===== src/rtl/fu_completion_unit.sv =====
// FU completion unit: same-cycle PRN wakeup broadcast plus per-FU completion
// FIFOs drained round-robin into the ROB completion port.
module fu_completion_unit #(
    parameter int INST_ID_BITS = 6,
    parameter int PRN_BITS     = 6,
    parameter int MAX_OPERANDS = 3,
    parameter int FU_COUNT     = 4,
    parameter int FIFO_DEPTH   = 4,
    localparam int FUC_BITS    = $clog2(FU_COUNT)
) (
    input  logic                                             clk,
    input  logic                                             rst,
    input  logic                                             flush,
    input  logic [FU_COUNT-1:0]                              fu_out_valid,
    input  logic [FU_COUNT-1:0][INST_ID_BITS-1:0]            fu_out_inst_id,
    input  logic [FU_COUNT-1:0][MAX_OPERANDS-1:0]            prf_write_enable,
    input  logic [FU_COUNT-1:0][MAX_OPERANDS-1:0][PRN_BITS-1:0] prf_write_prn,
    output logic [FU_COUNT-1:0][MAX_OPERANDS-1:0]            set_prn_ready,
    output logic [FU_COUNT-1:0][MAX_OPERANDS-1:0][PRN_BITS-1:0] set_prn,
    output logic [FU_COUNT-1:0]                              fu_stall,
    output logic                                             rob_complete_valid,
    input  logic                                             rob_complete_ready,
    output logic [INST_ID_BITS-1:0]                          rob_complete_inst_id,
    output logic [FUC_BITS-1:0]                              rob_complete_fu,
    output logic                                             overflow_err,
    output logic [FUC_BITS-1:0]                              overflow_fu,
    output logic                                             all_empty
);

    localparam int PTR_W = $clog2(FIFO_DEPTH);
    localparam int CNT_W = PTR_W + 1;

    logic [INST_ID_BITS-1:0] mem    [FU_COUNT][FIFO_DEPTH];
    logic [PTR_W-1:0]        rd_ptr [FU_COUNT];
    logic [PTR_W-1:0]        wr_ptr [FU_COUNT];
    logic [CNT_W-1:0]        count  [FU_COUNT];

    logic                clr;
    logic [FU_COUNT-1:0] not_empty;
    logic [FU_COUNT-1:0] push_ok;
    logic [FU_COUNT-1:0] pop;
    logic [FU_COUNT-1:0] drop;
    logic [FUC_BITS-1:0] rr_ptr;
    logic [FUC_BITS-1:0] scan_sel;
    logic [FUC_BITS-1:0] cand;
    logic [FUC_BITS-1:0] sel;
    logic [FUC_BITS-1:0] lock_sel;
    logic [FUC_BITS-1:0] first_drop;
    logic                locked;
    logic                found;
    logic                handshake;

    assign clr = rst | flush;

    // Wakeup broadcast: pure pass-through, never blocked by FIFO state.
    always_comb begin
        set_prn       = prf_write_prn;
        set_prn_ready = '0;
        for (int i = 0; i < FU_COUNT; i++) begin
            for (int j = 0; j < MAX_OPERANDS; j++) begin
                set_prn_ready[i][j] = fu_out_valid[i] & prf_write_enable[i][j] & ~rst;
            end
        end
    end

    // Status flags derived from the registered counts.
    always_comb begin
        not_empty = '0;
        fu_stall  = '0;
        for (int i = 0; i < FU_COUNT; i++) begin
            not_empty[i] = (count[i] != '0);
            fu_stall[i]  = (count[i] >= CNT_W'(FIFO_DEPTH - 1));
        end
    end

    assign all_empty = ~|not_empty;

    // Round-robin scan; a pending-but-unaccepted completion keeps its FIFO locked.
    always_comb begin
        scan_sel = '0;
        cand     = '0;
        found    = 1'b0;
        for (int k = 0; k < FU_COUNT; k++) begin
            cand = FUC_BITS'((int'(rr_ptr) + k) % FU_COUNT);
            if (!found && not_empty[cand]) begin
                scan_sel = cand;
                found    = 1'b1;
            end
        end
        sel                  = locked ? lock_sel : scan_sel;
        rob_complete_valid   = |not_empty;
        rob_complete_inst_id = rob_complete_valid ? mem[sel][rd_ptr[sel]] : '0;
        rob_complete_fu      = rob_complete_valid ? sel : '0;
        handshake            = rob_complete_valid & rob_complete_ready;
    end

    // Push acceptance and drop detection; a pop in the same cycle frees a slot.
    always_comb begin
        pop        = '0;
        push_ok    = '0;
        drop       = '0;
        first_drop = '0;
        for (int i = 0; i < FU_COUNT; i++) begin
            pop[i]     = handshake && (sel == FUC_BITS'(i));
            push_ok[i] = fu_out_valid[i] && !clr &&
                         ((count[i] < CNT_W'(FIFO_DEPTH)) || pop[i]);
            drop[i]    = fu_out_valid[i] && !clr && !push_ok[i];
        end
        for (int i = FU_COUNT - 1; i >= 0; i--) begin
            if (drop[i]) first_drop = FUC_BITS'(i);
        end
    end

    // FIFO storage writes; contents need no reset since counts gate visibility.
    always_ff @(posedge clk) begin
        for (int i = 0; i < FU_COUNT; i++) begin
            if (push_ok[i]) mem[i][wr_ptr[i]] <= fu_out_inst_id[i];
        end
    end

    // FIFO pointers and occupancy.
    always_ff @(posedge clk) begin
        for (int i = 0; i < FU_COUNT; i++) begin
            if (clr) begin
                rd_ptr[i] <= '0;
                wr_ptr[i] <= '0;
                count[i]  <= '0;
            end else begin
                if (push_ok[i]) wr_ptr[i] <= wr_ptr[i] + 1'b1;
                if (pop[i])     rd_ptr[i] <= rd_ptr[i] + 1'b1;
                if (push_ok[i] && !pop[i])      count[i] <= count[i] + 1'b1;
                else if (pop[i] && !push_ok[i]) count[i] <= count[i] - 1'b1;
            end
        end
    end

    // Arbiter pointer and output lock.
    always_ff @(posedge clk) begin
        if (clr) begin
            rr_ptr   <= '0;
            locked   <= 1'b0;
            lock_sel <= '0;
        end else if (handshake) begin
            rr_ptr   <= FUC_BITS'((int'(sel) + 1) % FU_COUNT);
            locked   <= 1'b0;
        end else if (rob_complete_valid) begin
            locked   <= 1'b1;
            lock_sel <= sel;
        end
    end

    // Sticky overflow report; survives flush so software can still see it.
    always_ff @(posedge clk) begin
        if (rst) begin
            overflow_err <= 1'b0;
            overflow_fu  <= '0;
        end else if (|drop) begin
            overflow_err <= 1'b1;
            if (!overflow_err) overflow_fu <= first_drop;
        end
    end

endmodule


===== config.mk =====
export PLATFORM = sky130hd
export DESIGN_NAME = fu_completion_unit
export DESIGN_NICKNAME = d
export VERILOG_FILES = /design/src/rtl/fu_completion_unit.sv
export SDC_FILE = /design/constraint.sdc
export NUM_CORES = 1
export LEC_CHECK = 0
export BUFFER_PORTS_ARGS = -buffer_cell sky130_fd_sc_hd__clkbuf_2
export CAP_MARGIN = 20
export CORE_MARGIN = 3
export CORE_UTILIZATION = 25
export CTS_CLUSTER_SIZE = 10
export DETAILED_ROUTE_END_ITERATION = 6
export PLACE_DENSITY = 0.49
export SLEW_MARGIN = 20
export SYNTH_ARGS = -nofsm -noshare
export SYNTH_HDL_FRONTEND = slang
export SYNTH_SLANG_ARGS = --single-unit

===== constraint.sdc =====
create_clock -name clk -period 3.7 [get_ports clk]
set_clock_uncertainty 0.1 [all_clocks]
set_input_delay 0.37 -clock clk [delete_from_list [all_inputs] [get_ports clk]]
set_output_delay 0.37 -clock clk [all_outputs]
set_load 0.03 [all_outputs]

======== After elaboration in Yosys (flattened, before gate mapping) ========
Memories as Yosys holds them, arrays and structs flattened.
Index checks and enable logic that the tools add are counted.
word-level totals
  register bits ........................... 8
  bits in writable memories ............... 124
  input bits .............................. 116
  output and inout bits ................... 101
  word-level logic and storage cells ...... 268
  memories kept ........................... 4
memory list
  memory  words  bits a word  read ports  clocked after Yosys merged registers in  write ports  line  text
  mem     4      24           1           0                                        4            33    logic [INST_ID_BITS-1:0] mem [FU_COUNT][FIFO_DEPTH];
  count   4      3            4           0                                        4            36    logic [CNT_W-1:0] count [FU_COUNT];
  rd_ptr  4      2            5           0                                        4            34    logic [PTR_W-1:0] rd_ptr [FU_COUNT];
  wr_ptr  4      2            4           0                                        4            35    logic [PTR_W-1:0] wr_ptr [FU_COUNT];
cells by class
  $add $sub $neg .......................... 20
  order comparisons ....................... 21
  eq/ne operators ......................... 3
  mux-type cells .......................... 107
  bitwise logic cells ..................... 50
  reductions and logical operators ........ 58
operators by type and width
  cell                 count
  $mux 24              4
  $mux 1               61
  $demux 6 s2          4
  $mux 6               7
  $mux 2               18
  $logic_and 1x1->1    31
  $and 1x1->1          25
  $mux 3               8
  $add 2x1->2 const B  10
  $or 1x1->1           17
  $ge 3x3->1 const B   5
  $not 2->3            5
  $logic_not 1->1      13
  $add 3x1->3 const B  4
  $bmux 6 s2           1
  $ge 3x2->1 const B   4
  $lt 2x3->1 const B   4
  $lt 3x1->1 const B   4
  $lt 3x3->1 const B   4
  $reduce_bool 3->1    4
  $sub 3x1->3 const B  4
  $bmux 1 s2           4
  $reduce_or 4->1      2
  $add 2x2->2 const B  2
  7 further kinds      14

======== Depth between registers and ports, before layout ========
Gate-level depths: netlist (run 1).
  depth in word-level cells ............... 25
  gate-level depth with buffers ........... 16
  depth with buffers taken out ............ 15

======== Least setup slack after synthesis (run 1) ========
No wires, ideal clock.
  path type ............................... flip-flop to flip-flop
  start point ............................. memory count[0][3] (netlist name)
  end point ............................... memory count[1][2] (netlist name), data pin
  setup time .............................. 0.266 ns
  arrival ................................. 3.265 ns
  data required time ...................... 3.334 ns
  slack ................................... 0.069 ns
  cell stages (with the launch flop) ...... 17
  path buffers ............................ 1
  clock period less this slack ............ 3.631 ns
  cell sequence ........................... edfxtp_1 inv_1 ha_1 nor2b_1 a21oi_1 o211a_1 o31ai_4 clkbuf_1 ha_1 nand3_1 or2_2 fa_1 nor3b_1 a21oi_1 nor2_1 a21oi_1 nor2_1
RTL lines
  item                line
  start: declaration  36

==> parameters.txt, run 1 <==
Parameter                              Value

Clock tree
  Max H-tree Level    4
  Clock tree from TritonCTS    yes
  Clock-pin slew on the worst setup and hold paths    approximately 60 ps
  Clock Latency Late Sink    420 ps
  CTS Buffer Depth    2
  Sinks on Clock Net    132
  Root buffer selected by CTS    sky130_fd_sc_hd__clkbuf_16
  Cts bufs inserted    17

Logic synthesis
  Warnings from Yosys    0
  Flop and latch count out of synthesis    ~130
  Area share of the leading cell type in the synthesized netlist    0.538
  Syn nets    slightly below 800
  Area contributors post-synth    sky130_fd_sc_hd__edfxtp_1 (54%), sky130_fd_sc_hd__buf_4 (7.9%), sky130_fd_sc_hd__ha_1 (5.8%)
  Main combinational cell family by area after synthesis    simple AND/OR/NAND/NOR gates
  Most numerous cell types in the synthesized netlist    sky130_fd_sc_hd__edfxtp_1 (124), sky130_fd_sc_hd__nand2_1 (98), sky130_fd_sc_hd__buf_4 (73)
  Number of distinct library cells after synthesis    46
  Combined area of all synthesized cells    roughly 6900 sq um
  Adder-cell share of the synthesized area    0.0607
  Top-count cell post-synth    sky130_fd_sc_hd__edfxtp_1
  Sequential cell area fraction in the yosys report    0.561
  Fraction of registers with async set or reset after synthesis    0
  Compound-Gate Fraction of Synth Area    0.0941
  Synth Area in Simple Gates    0.148
  Post-synth EDFFs    between 100 and 150
  Number of standard cells after synthesis    roughly 630
  Post-synthesis average cell area    roughly 11 sq um
  Area share of xor/xnor cells in the synthesized design    0.00632
  Ys flop type    sky130_fd_sc_hd__edfxtp_1
  Dominant cell type by area after synthesis    sky130_fd_sc_hd__edfxtp_1
  Multiplexer fraction of the synthesized cell area    0.0219

Floorplan
  Core area    approximately 27000 sq um
  Die footprint    roughly 30000 sq um
  Width of the die    between 150 and 200 microns
  Number of placed I/O pins    217
  Standard-cell rows    60
  Vertical die dimension    ~170 microns
  Effective utilization at floorplan    0.256

STA
  Final number of hold-violating endpoints    0
  Setup repair after global routing missed its margin    no
  Highest clock frequency the design can meet    279 MHz
  Slack of the critical path    about 120 ps
  Share of the clock period used by the worst path    0.967
  Total of endpoints with negative setup slack in the final report    0
  Clock period minus worst slack    approximately 3600 ps
  Least-Margin Pin Slew    roughly 420 ps
  Final slew viol count    0
  Sum of negative setup slack    0 ps
  Worst slew margin relative to its limit    0.720

Setup path
  Path type of the worst setup path    register to output port
  Worst endpoint required time    around 3200 ps
  Arrival time reported for the critical path endpoint    3110 ps
  Crit-path max FO    12
  Crit path launch type    register
  Setup crit end kind    output port

Global routing
  Antenna violations before repair    2
  Global-route wire length before repair    around 25 mm
  Overflow left after global routing    0
  Number of global-route vias before repair    around 4700
  Global-route total usage across every layer    0.112
  Pin count of the biggest net entering global routing    between 40 and 50

Power
  Sw Pwr    between 0.0015 and 0.002 W
  Clock Power Share    0.334
  Power per cell area    between 600 and 700 nW/um^2
  Post-layout power    ~0.0056 W
  Int Pwr    approximately 0.0037 W
  Share of total power in combinational logic    0.353
  Sequential cell fraction of total power    0.313
  Peak VDD IR    about 0.38 mV
  Leak Pwr    3.10 nW
  Switching part of the total power    0.337

Placement
  Dpl hpwl    12.1 mm
  Port-buffer cells    between 70 and 80
  Post-detailed-placement cell area    7220 sq um
  Placer Congestion    around 0.78
  Post-place setup slack    just under 200 ps

Status
  Result of the run    completed

Job
  Number of max-cap violations    0

Detailed routing
  Drc violations    0
  Antenna violation net count after detailed routing    0
  Drt first pass iters    5
  Total number of vias    about 4500
  Drt wl/cell    15.9 microns
  Via-per-instance ratio    between 4 and 5
  Routed wire length    about 16 mm
  DR iter-0 viols    approximately 230

Final layout
  Final nets    793
  Core utilization of the finished layout    0.301
  Layout area overhead    17.9%
  Fraction of final layout cells with drive strength greater than 1    0.237
  Post-route cell area    about 8200 sq um

Worst hold path
  Type of the worst min-delay path    input pin to register
-- critical path, cell delays in order, from the launching register on --
cell and delay [ps]:
sky130_fd_sc_hd__edfxtp_1 380, sky130_fd_sc_hd__or3_4 430, sky130_fd_sc_hd__a211o_1 320, sky130_fd_sc_hd__a21oi_2 180, sky130_fd_sc_hd__o31ai_4 90, sky130_fd_sc_hd__buf_6 150
sky130_fd_sc_hd__clkinv_8 60, sky130_fd_sc_hd__nand2_1 50, sky130_fd_sc_hd__a32o_1 290, sky130_fd_sc_hd__buf_12 170, sky130_fd_sc_hd__mux2i_4 190, sky130_fd_sc_hd__o22ai_4 210
sky130_fd_sc_hd__buf_8 150
-- layout make-up --
type | count | area, sq um
Antenna cell | 1 | 2.50
Clock buffer | 18 | 429
Clock inverter | 14 | 224
Fill cell | 2773 | 18900
Inverter | 26 | 110
Multi-Input combinational cell | 373 | 2420
Sequential cell | 132 | 3880
Tap cell | 372 | 465
Timing Repair Buffer | 94 | 626
-- logic make-up (layout without fill, tap and decap cells) --
kind of cell / count (synthesis) / after routing
compound gates: 97 / 97
xor+xnor: 5 / 5
fa+ha+maj: 33 / 33
buf+inv: 123 / 152
flops: 132 / 132
mux: 15 / 15
other cells: 0 / 1
simple gates: 223 / 223
-- through the flow --
step | std cells | hold slack [ps]
2_1_floorplan | 628 | 339
3_3_place_gp | 986 | 366
3_5_place_dp | 986 | 375
4_1_cts | 1021 | 51.3
5_1_grt | 1030 | 56.2
6_report | 1030 | 75.1
-- worst paths after layout --
path,start,endpoint,slack (ps),cells after the start
setup / recovery,count[1][0],rob_complete_inst_id[5],120,12
hold / removal,fu_out_inst_id[0],mem[0][6],80,1
setup reg to reg,count[1][0],mem[3][6],330,12
hold reg to reg,lock_sel[0],lock_sel[0],390,2
-- metal layers --
metal | routed length [microns] | vias to the layer above | global-route usage
li1 | - | 2182 | -
met3 | 972 | 35 | 0.0396
met2 | 7850 | 131 | 0.186
met5 | 11 | - | 0
met4 | 272 | 2 | 0.0396
met1 | 7270 | 2129 | 0.134
-- registers in the layout, indices dropped and copies added (netlist names), 2 cells and up --
name / cells
rd_ptr: 8
lock_sel: 2
overflow_fu: 2
wr_ptr: 8
mem: 96
rr_ptr: 2
count: 12
-- cells in the final DEF, fill, tap and decap left out, drive strengths merged, types with 2 or more instances in the layout --
master and n:
clkinv 6, edfxtp 124, o21ai 9, and3 2
a31oi 2, bufinv 5, nand2b 7, a21oi 42
dfxtp 8, or2 4, nor2b 5, inv 29
xnor2 5, buf 28, a211oi 4, nand3 9
ha 32, and2 35, mux2i 14, nor2 42
nand4 2, o22ai 6, nor3 12, clkbuf 84
nand3b 3, nand2 98, a32oi 24
-- what timing repair did --
action / CTS / global route
buffers inserted: 2 / 8
endpoints found under the setup margin: 6 / 6
resized for setup: 19 / 33
hold buffers: 0 / 0
pin swaps: 1 / 6
gates cloned: 1 / 0
-- power by group through the flow --
| stage | logic, W | registers, W | clock network (W) |
|---|---|---|---|
| after floorplan | 0.00128 | 0.00177 | 0 |
| after CTS | 0.00178 | 0.00175 | 0.00190 |
| after global placement | 0.00163 | 0.00178 | 0 |
| after global routing | 0.00214 | 0.00176 | 0.00197 |
| after detailed placement | 0.00162 | 0.00178 | 0 |
| final | 0.00197 | 0.00175 | 0.00186 |
Note: power is estimated with default switching activity, not from simulation.
==> run 2: changes to the inputs <==
--- a/config.mk
+++ b/config.mk
@@ -11,7 +11,7 @@
 export CORE_UTILIZATION = 25
 export CTS_CLUSTER_SIZE = 10
 export DETAILED_ROUTE_END_ITERATION = 6
-export PLACE_DENSITY = 0.49
+export PLACE_DENSITY = 0.47
 export SLEW_MARGIN = 20
 export SYNTH_ARGS = -nofsm -noshare
 export SYNTH_HDL_FRONTEND = slang
==> parameters.txt, run 2 (synthesized netlist as in run 1, its figures left out) <==
Parameter                              Value

Status
  Result of the run    completed

Setup path
  Crit path launch type    register
  Setup crit end kind    output port
  Worst endpoint required time    3230 ps
  Crit Reg-Reg Startpoint    count[1][0]
  Path type of the worst setup path    register to output port
  Crit-path max FO    6
  Arrival time reported for the critical path endpoint    between 3000 and 4000 ps
  Startpoint of the most critical setup path    count[1][0]

Final layout
  Fill count    2790
  Layout area overhead    18.6%
  Final nets    812
  Fraction of final layout cells with drive strength greater than 1    0.253
  Ant. Diodes    0
  Commonest non-fill, non-tap cell in the layout    sky130_fd_sc_hd__edfxtp_1
  Flip-flop count of the largest register after layout    96
  Commonest non-fill, non-tap cells in the layout    sky130_fd_sc_hd__edfxtp_1 (124), sky130_fd_sc_hd__nand2_1 (97), sky130_fd_sc_hd__clkbuf_2 (66), sky130_fd_sc_hd__nor2_1 (42), sky130_fd_sc_hd__a21oi_1 (40)

STA
  Worst slew margin relative to its limit    0.652
  Final number of hold-violating endpoints    0
  Setup repair after global routing missed its margin    yes
  Share of the clock period used by the worst path    0.993
  Slack of the critical path    roughly 27 ps
  Sum of negative setup slack    0 ps
  Highest clock frequency the design can meet    about 270 MHz
  Clock period minus worst slack    about 3700 ps
  Least-Margin Pin Slew    around 520 ps
  Total of endpoints with negative setup slack in the final report    0
  Worst hold slack    about 70 ps
  Final slew viol count    0

Global routing
  Global-route wire length before repair    between 20 and 30 mm
  Antenna violations before repair    1
  Global-route total usage across every layer    0.120
  Pin count of the biggest net entering global routing    49
  Number of global-route vias before repair    4681
  Overflow left after global routing    0

Power
  Leak Pwr    between 3 and 4 nW
  Int Pwr    roughly 0.0035 W
  Sw Pwr    0.00189 W
  Share of total power in combinational logic    0.394
  Clock Power Share    0.282
  Sequential cell fraction of total power    0.324
  Peak VDD IR    0.417 mV
  Switching part of the total power    0.351
  Power per cell area    ~660 nW/um^2

Clock tree
  Cts bufs inserted    17
  Root buffer selected by CTS    sky130_fd_sc_hd__clkbuf_16
  Sinks on Clock Net    132
  Clock Latency Late Sink    around 420 ps
  CTS Buffer Depth    2
  Max H-tree Level    4
  Clock-pin slew on the worst setup and hold paths    60 ps
  Clock tree from TritonCTS    yes

Floorplan
  Standard-cell rows    60
  Core area    27100 sq um
  Width of the die    between 150 and 200 microns
  Vertical die dimension    ~170 microns
  Number of placed I/O pins    217
  Die footprint    roughly 30000 sq um
  Effective utilization at floorplan    0.256

Detailed routing
  Via-per-instance ratio    about 4.4
  Drc violations    0
  DR iter-0 viols    362
  Drt first pass iters    5
  Antenna violation net count after detailed routing    0
  Routed wire length    approximately 18 mm
  Drt wl/cell    approximately 17 microns
  Total number of vias    ~4600

Placement
  Post-place setup slack    approximately 58 ps
  Port-buffer cells    72
  Placer Congestion    approximately 0.77
  Dpl hpwl    12.4 mm

Worst hold path
  Type of the worst min-delay path    input pin to register
  Startpoint of the worst hold path    fu_out_inst_id[6]

Job
  Number of max-cap violations    0
run 2: area by class of cell:
| type | instances | area, sq um | area share |
|---|---|---|---|
| clock buffers | 17 | 425 | 0.0518 |
| clock inverters | 15 | 106 | 0.0129 |
| inverters | 26 | 110 | 0.0134 |
| multi-input cells | 373 | 2380 | 0.290 |
| flip-flops and latches | 132 | 3880 | 0.473 |
| well taps | 372 | 465 | 0.0567 |
| repair buffers | 113 | 840 | 0.102 |
run 2: power groups by stage:
stage / Clock (W) / Combinational (W) / Sequential, W
floorplan: 0 / 0.00128 / 0.00177
global placement: 0 / 0.00165 / 0.00178
detailed placement: 0 / 0.00164 / 0.00178
CTS: 0.00155 / 0.00196 / 0.00174
global route: 0.00162 / 0.00230 / 0.00175
finish: 0.00152 / 0.00212 / 0.00174
run 2: routing by layer:
layer | wire [microns] | GRT usage | part of all wire | vias up
li1 | - | - | - | 2220
met3 | 1230 | 0.0375 | 0.070 | 44
met5 | 20 | 0 | 0.0011 | -
met2 | 8410 | 0.193 | 0.48 | 146
met1 | 7500 | 0.152 | 0.43 | 2175
met4 | 352 | 0.0403 | 0.020 | 2
run 2: worst paths after layout:
path | end | slack, ps | cells after the start
hold / removal | mem[1][12] | 70 | 1
hold reg to reg | lock_sel[0] | 380 | 2
setup / recovery | rob_complete_inst_id[4] | 30 | 11
setup reg to reg | mem[3][11] | 180 | 12
run 2: worst max-delay path, stage by stage (launching register included):
cell,delay [ps]
sky130_fd_sc_hd__edfxtp_1,390
sky130_fd_sc_hd__or3_4,430
sky130_fd_sc_hd__a221o_1,290
sky130_fd_sc_hd__a21oi_2,180
sky130_fd_sc_hd__o31ai_4,100
sky130_fd_sc_hd__buf_12,150
sky130_fd_sc_hd__buf_4,130
sky130_fd_sc_hd__mux2i_1,110
sky130_fd_sc_hd__mux2_2,280
sky130_fd_sc_hd__or2_4,300
sky130_fd_sc_hd__o22ai_2,210
sky130_fd_sc_hd__clkbuf_8,210
run 2: timing repair:
action	4_1_cts	5_1_grt
setup buffers	11	12
endpoints found under the setup margin	6	7
cloned	2	1
hold endpoints to repair	0	0
hold buffers	0	0
pin swaps	6	11
gates resized for setup	27	21
run 2: per-stage QoR:
step | cell area [sq um] | instances | total power, W | util
floorplan | 6930 | 628 | 0.00305 | -
global placement | 7270 | 992 | 0.00343 | 0.268
detailed placement | 7270 | 992 | 0.00342 | 0.268
CTS | 8060 | 1036 | 0.00526 | 0.297
global route | 8210 | 1048 | 0.00568 | 0.303
finish | 8210 | 1048 | 0.00539 | 0.303
==> run 3: changes to the inputs <==
--- a/config.mk
+++ b/config.mk
@@ -6,12 +6,14 @@
 export NUM_CORES = 1
 export LEC_CHECK = 0
 export BUFFER_PORTS_ARGS = -buffer_cell sky130_fd_sc_hd__clkbuf_2
-export CAP_MARGIN = 20
+export CAP_MARGIN = 15
+export CELL_PAD_IN_SITES_DETAIL_PLACEMENT = 1
+export CELL_PAD_IN_SITES_GLOBAL_PLACEMENT = 2
 export CORE_MARGIN = 3
 export CORE_UTILIZATION = 25
 export CTS_CLUSTER_SIZE = 10
 export DETAILED_ROUTE_END_ITERATION = 6
-export PLACE_DENSITY = 0.47
+export PLACE_DENSITY = 0.68
 export SLEW_MARGIN = 20
 export SYNTH_ARGS = -nofsm -noshare
 export SYNTH_HDL_FRONTEND = slang
==> parameters.txt, run 3 (synthesized netlist as in run 1, its figures left out) <==
Parameter                              Value

Power
  Post-layout power    roughly 0.0056 W
  Peak VDD IR    between 0.3 and 0.4 mV
  Power per cell area    between 600 and 700 nW/um^2
  Switching part of the total power    0.365
  Sw Pwr    0.00203 W
  Sequential cell fraction of total power    0.314
  Clock Power Share    0.298
  Int Pwr    0.00352 W
  Share of total power in combinational logic    0.388
  Leak Pwr    ~3.1 nW

Setup path
  Setup crit end kind    output port
  Critical path cell sequence    or3_4 > a211o_1 > a21oi_2 > o31ai_4 > buf_6 > clkinv_8 > nand2_1 > a32o_2 > buf_12 > mux2i_4 > o22ai_4 > buf_8
  Worst endpoint required time    around 3200 ps
  Library cell contributing the largest single delay on the critical path    sky130_fd_sc_hd__or3_4
  Crit-path max FO    12
  Arrival time reported for the critical path endpoint    between 3000 and 4000 ps
  Peak per-stage delay on the critical path    430 ps
  Path type of the worst setup path    register to output port
  Crit path launch type    register
  Cell depth of the worst flop-to-flop path    17

Detailed routing
  Drt first pass iters    4
  Drc violations    0
  Total number of vias    4644
  Antenna violation net count after detailed routing    0
  Routed wire length    ~19 mm
  Drt wl/cell    ~18 microns
  Via-per-instance ratio    4.47
  DR iter-0 viols    361

STA
  Clock period minus worst slack    3610 ps
  Least-Margin Pin Slew    roughly 460 ps
  Highest clock frequency the design can meet    277 MHz
  Sum of negative setup slack    0 ps
  Worst slew margin relative to its limit    0.694
  Share of the clock period used by the worst path    0.976
  Setup repair after global routing missed its margin    yes
  Final number of hold-violating endpoints    0
  Total of endpoints with negative setup slack in the final report    0
  Final slew viol count    0

Final layout
  Flip-flop count of the largest register after layout    96
  Final nets    804
  Layout area overhead    18.6%
  Fraction of final layout cells with drive strength greater than 1    0.247
  Commonest non-fill, non-tap cell in the layout    sky130_fd_sc_hd__edfxtp_1
  Fill count    3050
  Ant. Diodes    0
  Commonest non-fill, non-tap cells in the layout    sky130_fd_sc_hd__edfxtp_1 (124), sky130_fd_sc_hd__nand2_1 (97), sky130_fd_sc_hd__clkbuf_2 (66), sky130_fd_sc_hd__nor2_1 (42), sky130_fd_sc_hd__a21oi_1 (41)
  Post-layout instance count excluding filler cells    between 1000 and 1500

Worst hold path
  Number of cells on the worst hold path    1
  Type of the worst min-delay path    input pin to register

Clock tree
  Max H-tree Level    4
  Root buffer selected by CTS    sky130_fd_sc_hd__clkbuf_16
  Clock tree from TritonCTS    yes
  CTS Buffer Depth    2
  Clock-pin slew on the worst setup and hold paths    70 ps
  Cts bufs inserted    17
  Hold bufs inserted after CTS    0
  Clock Latency Late Sink    roughly 420 ps
  Sinks on Clock Net    132

Status
  Result of the run    completed

Global routing
  Antenna violations before repair    0
  Global-route wire length before repair    around 28 mm
  Global-route total usage across every layer    0.129
  Number of global-route vias before repair    roughly 5000
  Overflow left after global routing    0
  Pin count of the biggest net entering global routing    49

Floorplan
  Effective utilization at floorplan    0.256
  Vertical die dimension    about 170 microns
  Core area    between 20000 and 30000 sq um
  Standard-cell rows    60
  Width of the die    about 170 microns
  Die footprint    about 30000 sq um
  Number of placed I/O pins    ~220

Placement
  Port-buffer cells    a little over 70
  Placer Congestion    roughly 0.75
  Dpl hpwl    around 13 mm
  DP Cell Count    roughly 990

Job
  Number of max-cap violations    0
run 3: stage by stage:
step,hold WS (ps),utilization,setup slack (ps),area (sq um)
2_1_floorplan,339,-,68.8,6930
3_3_place_gp,358,0.267,57.0,7250
3_5_place_dp,367,0.267,41.6,7250
4_1_cts,43.3,0.298,-11.6,8060
5_1_grt,54.2,0.303,-36.4,8210
6_report,62.7,0.303,87.6,8210
run 3: worst max-delay path: cells and delay by family (launching register included):
kind                   cells  cell delay, ps
AOI/OAI and AO/OA          5            1090
buffers and inverters      4             530
DFF                        1             390
muxes                      1             200
and+or+nand+nor            2             500
run 3: power by group through the flow:
| stage | combinational (W) | sequential, W | clock [W] |
|---|---|---|---|
| after floorplan | 0.00128 | 0.00177 | 0 |
| after global placement | 0.00167 | 0.00177 | 0 |
| after detailed placement | 0.00167 | 0.00177 | 0 |
| after CTS | 0.00202 | 0.00174 | 0.00169 |
| after global routing | 0.00233 | 0.00175 | 0.00176 |
| final | 0.00216 | 0.00174 | 0.00165 |
run 3: layout make-up:
type                       count  area [sq um]  share of cell area
inverter                      26           110              0.0134
timing repair buffer         105           756              0.0920
tap                          372           465              0.0567
clock buffer                  18           429              0.0523
sequential                   132          3880               0.473
multi-input combinational    373          2430               0.296
clock inverter                14           139              0.0169
run 3: what timing repair did:
item / 4_1_cts / 5_1_grt
setup endpoints to repair: 6 / 28
pin swaps: 1 / 9
cloned: 4 / 0
setup buffers: 7 / 9
gates resized for setup: 20 / 34
run 3: path summary, 6_finish.rpt:
check / from / endpoint / slack [ps]
min: fu_out_inst_id[5] / mem[0][17] / 60
max: count[1][2] / rob_complete_inst_id[4] / 90
max reg2reg: count[0][3] / count[1][2] / 160
min reg2reg: lock_sel[0] / lock_sel[0] / 380
run 3: layer usage:
metal / part of all wire / vias up / global-route usage
li1: - / 2200 / -
met1: 0.44 / 2309 / 0.159
met5: 0 / - / 0
met4: 0.015 / 0 / 0.0430
met2: 0.50 / 116 / 0.221
met3: 0.046 / 19 / 0.0325
